===== src/rtl/uart_tx_buffer.sv =====
// uart_tx_buffer: one-entry holding register feeding an 8N1 UART serializer.
// Game logic loads a byte with tx_send/tx_ready; the serializer shifts it out
// LSB-first and pulls the next held byte straight into a new frame with no gap.
module uart_tx_buffer #(
  parameter int unsigned CLKS_PER_BIT = 16
) (
  input  logic       clk,
  input  logic       nRst,
  input  logic [7:0] tx_byte,
  input  logic       tx_send,
  output logic       tx_ready,
  output logic       tx_serial,
  output logic       tx_busy,
  output logic       tx_done
);

  localparam int unsigned BAUD_W = (CLKS_PER_BIT > 1) ? $clog2(CLKS_PER_BIT) : 1;
  localparam int unsigned BIT_W  = 3;
  localparam logic [BAUD_W-1:0] BAUD_LAST = BAUD_W'(CLKS_PER_BIT - 1);
  localparam logic [BIT_W-1:0]  BIT_LAST  = BIT_W'(7);

  typedef enum logic [1:0] {
    IDLE  = 2'd0,
    START = 2'd1,
    DATA  = 2'd2,
    STOP  = 2'd3
  } state_t;

  state_t              state_q,      state_d;
  logic [7:0]          hold_q,       hold_d;
  logic                hold_valid_q, hold_valid_d;
  logic [7:0]          shift_q,      shift_d;
  logic [BAUD_W-1:0]   baud_cnt_q,   baud_cnt_d;
  logic [BIT_W-1:0]    bit_idx_q,    bit_idx_d;
  logic                ready_q,      ready_d;
  logic                serial_q,     serial_d;
  logic                busy_q,       busy_d;
  logic                done_q,       done_d;

  logic                bit_end_c;

  assign bit_end_c = (baud_cnt_q == BAUD_LAST);

  // Next-state logic: holding register, serializer FSM, baud/bit counters and outputs.
  always_comb begin
    state_d      = state_q;
    hold_d       = hold_q;
    hold_valid_d = hold_valid_q;
    shift_d      = shift_q;
    baud_cnt_d   = baud_cnt_q;
    bit_idx_d    = bit_idx_q;

    // Loads only land in an empty holding register; a transfer needs it full,
    // so the two never coincide on one edge.
    if (tx_send && !hold_valid_q) begin
      hold_d       = tx_byte;
      hold_valid_d = 1'b1;
    end

    unique case (state_q)
      IDLE: begin
        if (hold_valid_q) begin
          shift_d      = hold_q;
          hold_valid_d = 1'b0;
          baud_cnt_d   = '0;
          state_d      = START;
        end
      end
      START: begin
        if (bit_end_c) begin
          baud_cnt_d = '0;
          bit_idx_d  = '0;
          state_d    = DATA;
        end else begin
          baud_cnt_d = baud_cnt_q + BAUD_W'(1);
        end
      end
      DATA: begin
        if (bit_end_c) begin
          baud_cnt_d = '0;
          bit_idx_d  = bit_idx_q + BIT_W'(1);
          if (bit_idx_q == BIT_LAST) begin
            state_d = STOP;
          end
        end else begin
          baud_cnt_d = baud_cnt_q + BAUD_W'(1);
        end
      end
      STOP: begin
        if (bit_end_c) begin
          baud_cnt_d = '0;
          if (hold_valid_q) begin
            shift_d      = hold_q;
            hold_valid_d = 1'b0;
            state_d      = START;
          end else begin
            state_d = IDLE;
          end
        end else begin
          baud_cnt_d = baud_cnt_q + BAUD_W'(1);
        end
      end
      default: state_d = IDLE;
    endcase

    // Outputs are computed from next state so the registered copies line up with it.
    ready_d = ~hold_valid_d;
    busy_d  = (state_d != IDLE);
    done_d  = (state_d == STOP) && (baud_cnt_d == BAUD_LAST);
    unique case (state_d)
      START:   serial_d = 1'b0;
      DATA:    serial_d = shift_d[bit_idx_d];
      default: serial_d = 1'b1;
    endcase
  end

  // State and output registers; reset forces the line idle-high immediately.
  always_ff @(posedge clk or negedge nRst) begin
    if (!nRst) begin
      state_q      <= IDLE;
      hold_q       <= '0;
      hold_valid_q <= 1'b0;
      shift_q      <= '0;
      baud_cnt_q   <= '0;
      bit_idx_q    <= '0;
      ready_q      <= 1'b1;
      serial_q     <= 1'b1;
      busy_q       <= 1'b0;
      done_q       <= 1'b0;
    end else begin
      state_q      <= state_d;
      hold_q       <= hold_d;
      hold_valid_q <= hold_valid_d;
      shift_q      <= shift_d;
      baud_cnt_q   <= baud_cnt_d;
      bit_idx_q    <= bit_idx_d;
      ready_q      <= ready_d;
      serial_q     <= serial_d;
      busy_q       <= busy_d;
      done_q       <= done_d;
    end
  end

  assign tx_ready  = ready_q;
  assign tx_serial = serial_q;
  assign tx_busy   = busy_q;
  assign tx_done   = done_q;

endmodule


===== config.mk =====
export PLATFORM = sky130hd
export DESIGN_NAME = uart_tx_buffer
export DESIGN_NICKNAME = d
export VERILOG_FILES = /design/src/rtl/uart_tx_buffer.sv
export SDC_FILE = /design/constraint.sdc
export NUM_CORES = 1
export LEC_CHECK = 0
export BUFFER_PORTS_ARGS = -buffer_cell sky130_fd_sc_hd__buf_4
export CAP_MARGIN = 20
export CORE_MARGIN = 3
export CORE_UTILIZATION = 45
export CTS_BUF_LIST = sky130_fd_sc_hd__clkbuf_16
export CTS_CLUSTER_SIZE = 25
export DETAILED_ROUTE_END_ITERATION = 6
export GPL_ROUTABILITY_DRIVEN = 0
export PLACE_DENSITY = 0.66
export SLEW_MARGIN = 20
export SYNTH_ARGS = -nofsm -noshare
export SYNTH_HDL_FRONTEND = slang
export SYNTH_SLANG_ARGS = --single-unit

===== constraint.sdc =====
create_clock -name clk -period 2.9 [get_ports clk]
set_input_delay 0.58 -clock clk [delete_from_list [all_inputs] [get_ports clk]]
set_output_delay 0.58 -clock clk [all_outputs]
set_load 0.005 [all_outputs]

## Word level (Yosys, flattened, before mapping)

Cells that the tools add are included.

- Output and inout bits: 4
- Bits in registers: 30
- Bits of input ports: 11
- Word-level logic and storage cells: 52

- Add/subtract/negate cells: 2
- Eq/ne operators: 9
- Mux-type cells: 23
- Reductions and logical operators: 6
- Bitwise gates (word level): 1
- $lt $le $gt $ge: 1

Operator list:

| cell | count |
|---|---|
| $mux 8 | 2 |
| $pmux 8 s2 | 1 |
| $mux 2 | 5 |
| $eq 2x2->1 const B | 4 |
| $eq 4x4->1 const B | 2 |
| $mux 4 | 2 |
| $pmux 2 s4 | 1 |
| $pmux 4 s2 | 1 |
| $mux 3 | 2 |
| $pmux 3 s2 | 1 |
| $mux 1 | 5 |
| $add 4x1->4 const B | 1 |
| $eq 2x1->1 const B | 2 |
| $lt 3x4->1 const B | 1 |
| $pmux 1 s2 | 2 |
| $add 3x1->3 const B | 1 |
| $bmux 1 s3 | 1 |
| $eq 3x3->1 const B | 1 |
| $reduce_or 3->1 | 1 |
| $logic_and 1x1->1 | 2 |
| $logic_not 2->1 | 1 |
| $reduce_bool 2->1 | 1 |
| $logic_not 1->1 | 1 |
| $not 1->1 | 1 |

## Longest topological paths before layout

- Word-level depth: 7
- Mapped depth: 11
- Gate-level depth less buffers: 10

## Worst setup path before layout

OpenSTA, ideal clock, no wires.

- Path type: flip-flop to flip-flop
- Start point: register baud_cnt_q[0]
- End point: register serial_q, in the netlist tx_serial
- Arrival time: 2875 ps
- Setup time: 79 ps
- Setup slack: -54 ps
- Clock period less this slack: 2954 ps
- Stages on the path, launching flop included: 12
- Data required time: 2821 ps
- Path buffers: 1
- Path through: dfrtp_1 -> ha_1 -> and3_4 -> inv_1 -> buf_2 -> ha_1 -> inv_1 -> a22oi_1 -> a21oi_1 -> mux4_2 -> or4b_1 -> o211a_1

- Longest elaborated chain between the ends: 6
- Elaborated cells on any way between the ends: 15
- Classes of those cells: 3 x eq/ne; 12 x mux

Ends and longest elaborated chain:

| item | RTL line | source |
|---|---|---|
| start, declared | 33 | `logic [BAUD_W-1:0] baud_cnt_q, baud_cnt_d;` |
| start signal, assigned | 135 | `baud_cnt_q <= baud_cnt_d;` |
| $eq 4x4->1 (*) | 42 | `assign bit_end_c = (baud_cnt_q == BAUD_LAST);` |
| $mux 3, on equally long branches | 79, 70 |  |
| $pmux 3 s2 (*) | 60 | `unique case (state_q)` |
| net bit_idx_d[0] | 34 | `logic [BIT_W-1:0] bit_idx_q, bit_idx_d;` |
| $bmux 1 s3 (*) | 112 | `DATA: serial_d = shift_d[bit_idx_d];` |
| $mux 1 (not written as such) (*) | 112 |  |
| $pmux 1 s2 (*) | 110 | `unique case (state_d)` |
| net serial_d | 36 | `logic serial_q, serial_d;` |
| end signal, assigned | 138 | `serial_q <= serial_d;` |
| end, declared | 36 |  |

The timed path passes the listed nets; every way through them passes the cells marked *. The select of a mux whose other input is x is not followed.
A chain may end at the register's enable or synchronous reset.

## Final worst setup path

Same ends and word-level chain as after synthesis.

==> flow_summary.json <==
{
  "status": "completed",
  "combPwrFrac": 0.370,
  "slew_viol_final": 0,
  "tightest_slew_ps": 726,
  "min_path_type": "in2async",
  "wl_um": 2900,
  "cts_made_buffers": 5,
  "period_share": 0.961,
  "place_hpwl_um": 2090,
  "final_common_cell": "dfrtp_1",
  "antenna_found_initial": 0,
  "first_iter_violations": 59,
  "num_io_pins": 15,
  "fmax_mhz": 359,
  "async_flop_share": 1.00,
  "fin_crit_ps": 2790,
  "drt_pass1_iterations": 4,
  "vias": 1086,
  "synth_nets": 156,
  "ys_ff_latch": 30,
  "ys.flop_type": "dfrtp_1",
  "p_leak_nw": 0.854,
  "fin_tns_setup_ps": 0,
  "synthAdderAreaFrac": 0.0728,
  "yosys.area_share.simple": 0.109,
  "ys_types": 38,
  "core_area_um2": 3180,
  "cts_tree": "built",
  "yosysWarnings": 0,
  "ir_worst_vdd_mv": 0.528,
  "synth_xor_area_frac": 0.00566,
  "cts_sinks": 30,
  "path_clk_slew_ps": 50,
  "clockBufferDepth": 2,
  "startpoint": "baud_cnt_q[0]",
  "synth_mux_area_frac": 0.112,
  "rsz0062_at_grt": "no",
  "p_clk_frac": 0.257,
  "swShare": 0.339,
  "path_max_fanout": 5,
  "nNetsFinal": 175,
  "layout-drive-gt1-share": 0.269,
  "grt_pass1_wl_um": 5050,
  "setup.worst_path.start_class": "flip-flop",
  "power_per_cell_area_nw_per_um2": 1030,
  "ctsResizeCount": 0,
  "synth.avg_cell_area_um2": 11.4,
  "synth_edf_count": 0,
  "intPower_mw": 1.26,
  "cts_setup_buffers": 0,
  "synthCells": 136,
  "wl_per_cell_um": 14.5,
  "final_cell_mix": "dfrtp_1, buf_4, inv_1, nand2_1, ha_1",
  "fin_skew_ps": 4.96,
  "synth_top_family_by_area": "compound AO/OA/AOI/OAI gates",
  "maxCapViolations": 0,
  "slew_headroom": 0.515,
  "cts_root_buf": "clkbuf_16",
  "dieArea_um2": 4180,
  "path_class": "reg2reg",
  "htree_num_levels": 2,
  "hold_viol": 0,
  "grt_usage": 0.161,
  "globalRouteOverflowTotal": 0,
  "finalPower_mw": 1.90,
  "worstSetupEndpointType": "flip-flop",
  "drcViolationCount": 0,
  "hold_buffers": 0,
  "reg2reg_from": "baud_cnt_q[0]",
  "ys_seq_area_frac": 0.487,
  "crit_arrival_ps": 2990,
  "antenna_left": 0,
  "grt_max_degree": 31,
  "dieWidth_um": 64.6,
  "setup_viol": 0,
  "pwr-share-seq": 0.372,
  "initial_utilization": 0.487,
  "rows": 20,
  "die_h_um": 64.6,
  "area_growth_pct": 19.4,
  "diodes": 0,
  "insertion_delay_ps": 270,
  "netSwitchingPower_mw": 0.645,
  "grt_pass1_vias": 1079,
  "port_buffers": 14,
  "required_ps": 3100,
  "synth_compound_area_frac": 0.167,
  "viasPerCell": 5.43,
  "synth_area_um2": 1550
}
## power groups by stage
stage | Sequential (mW) | Clock (mW) | Combinational (mW)
after global routing | 0.728 | 0.527 | 0.786
after CTS | 0.708 | 0.501 | 0.711
after global placement | 0.703 | 0 | 0.681
after floorplan | 0.658 | 0 | 0.567
final | 0.708 | 0.490 | 0.705
after detailed placement | 0.714 | 0 | 0.708
## cells in the mapped netlist, drive strengths merged (5+ instances only)
library cell / instances / area share
a22o: 7 / 0.041
mux2i: 6 / 0.039
dfrtp: 28 / 0.45
a21oi: 6 / 0.019
inv: 10 / 0.024
nand2: 10 / 0.024
mux2: 8 / 0.058
ha: 9 / 0.073
o21ai: 6 / 0.019
nor2: 5 / 0.012
## critical path, cell delays in order, from the launching register on
cell and delay, ps:
dfrtp_1 400, ha_1 190, and3_4 220, inv_1 70
ha_1 280, inv_1 60, a22oi_1 90, a21oi_2 230
mux4_2 520, or4b_1 510, o211a_1 150
## kinds of logic (layout without fill, tap and decap cells)
kind of cell	Yosys count	after routing
buf+inv	16	36
flops	30	30
mux	15	15
simple gates	32	32
xor+xnor	1	1
fa+ha+maj	9	9
compound gates	33	33
## metrics by stage
step / instance area (µm²) / hold slack (ps) / utilization / cells / setup WS, ps
floorplan: 1550 / 284 / - / 136 / 26.3
global placement: 1710 / 482 / 0.537 / 192 / 217
detailed placement: 1710 / 486 / 0.537 / 192 / 111
CTS: 1850 / 238 / 0.581 / 200 / 104
global route: 1850 / 255 / 0.581 / 200 / 1.12
finish: 1850 / 223 / 0.581 / 200 / 113
## flip-flops by register name, summed over array words and instances (netlist names)
name and count:
bit_idx_q 3, state_q 2, tx_serial 1, shift_q 8, hold_q 8, baud_cnt_q 4
tx_busy 1, tx_done 1, tx_ready 1, hold_valid_q 1
## final timing paths
kind	end	slack (ps)	cells past startpoint
worst max register to register	tx_serial	110	10
worst max-delay path	tx_serial	110	10
worst min-delay path	state_q[0]	220	1
min in group clk	shift_q[6]	500	1
worst min register to register	shift_q[6]	500	1
max in group asynchronous	tx_serial	2360	1
## area by class of cell
class / instances / area (µm²)
multi-input cells: 90 / 726
repair buffers: 18 / 135
clock buffers: 5 / 125
flip-flops and latches: 30 / 753
inverters: 10 / 37.5
fillers: 269 / 1330
well taps: 44 / 55.1
clock inverters: 3 / 16.3
## metal layers
metal,track usage,vias up,share of wire
li1,-,529,-
met1,0.204,521,0.47
met2,0.250,30,0.46
met3,0.0485,6,0.050
met4,0.0792,0,0.019
met5,0,-,0
No activity file was read; power rests on OpenSTA's default activity.
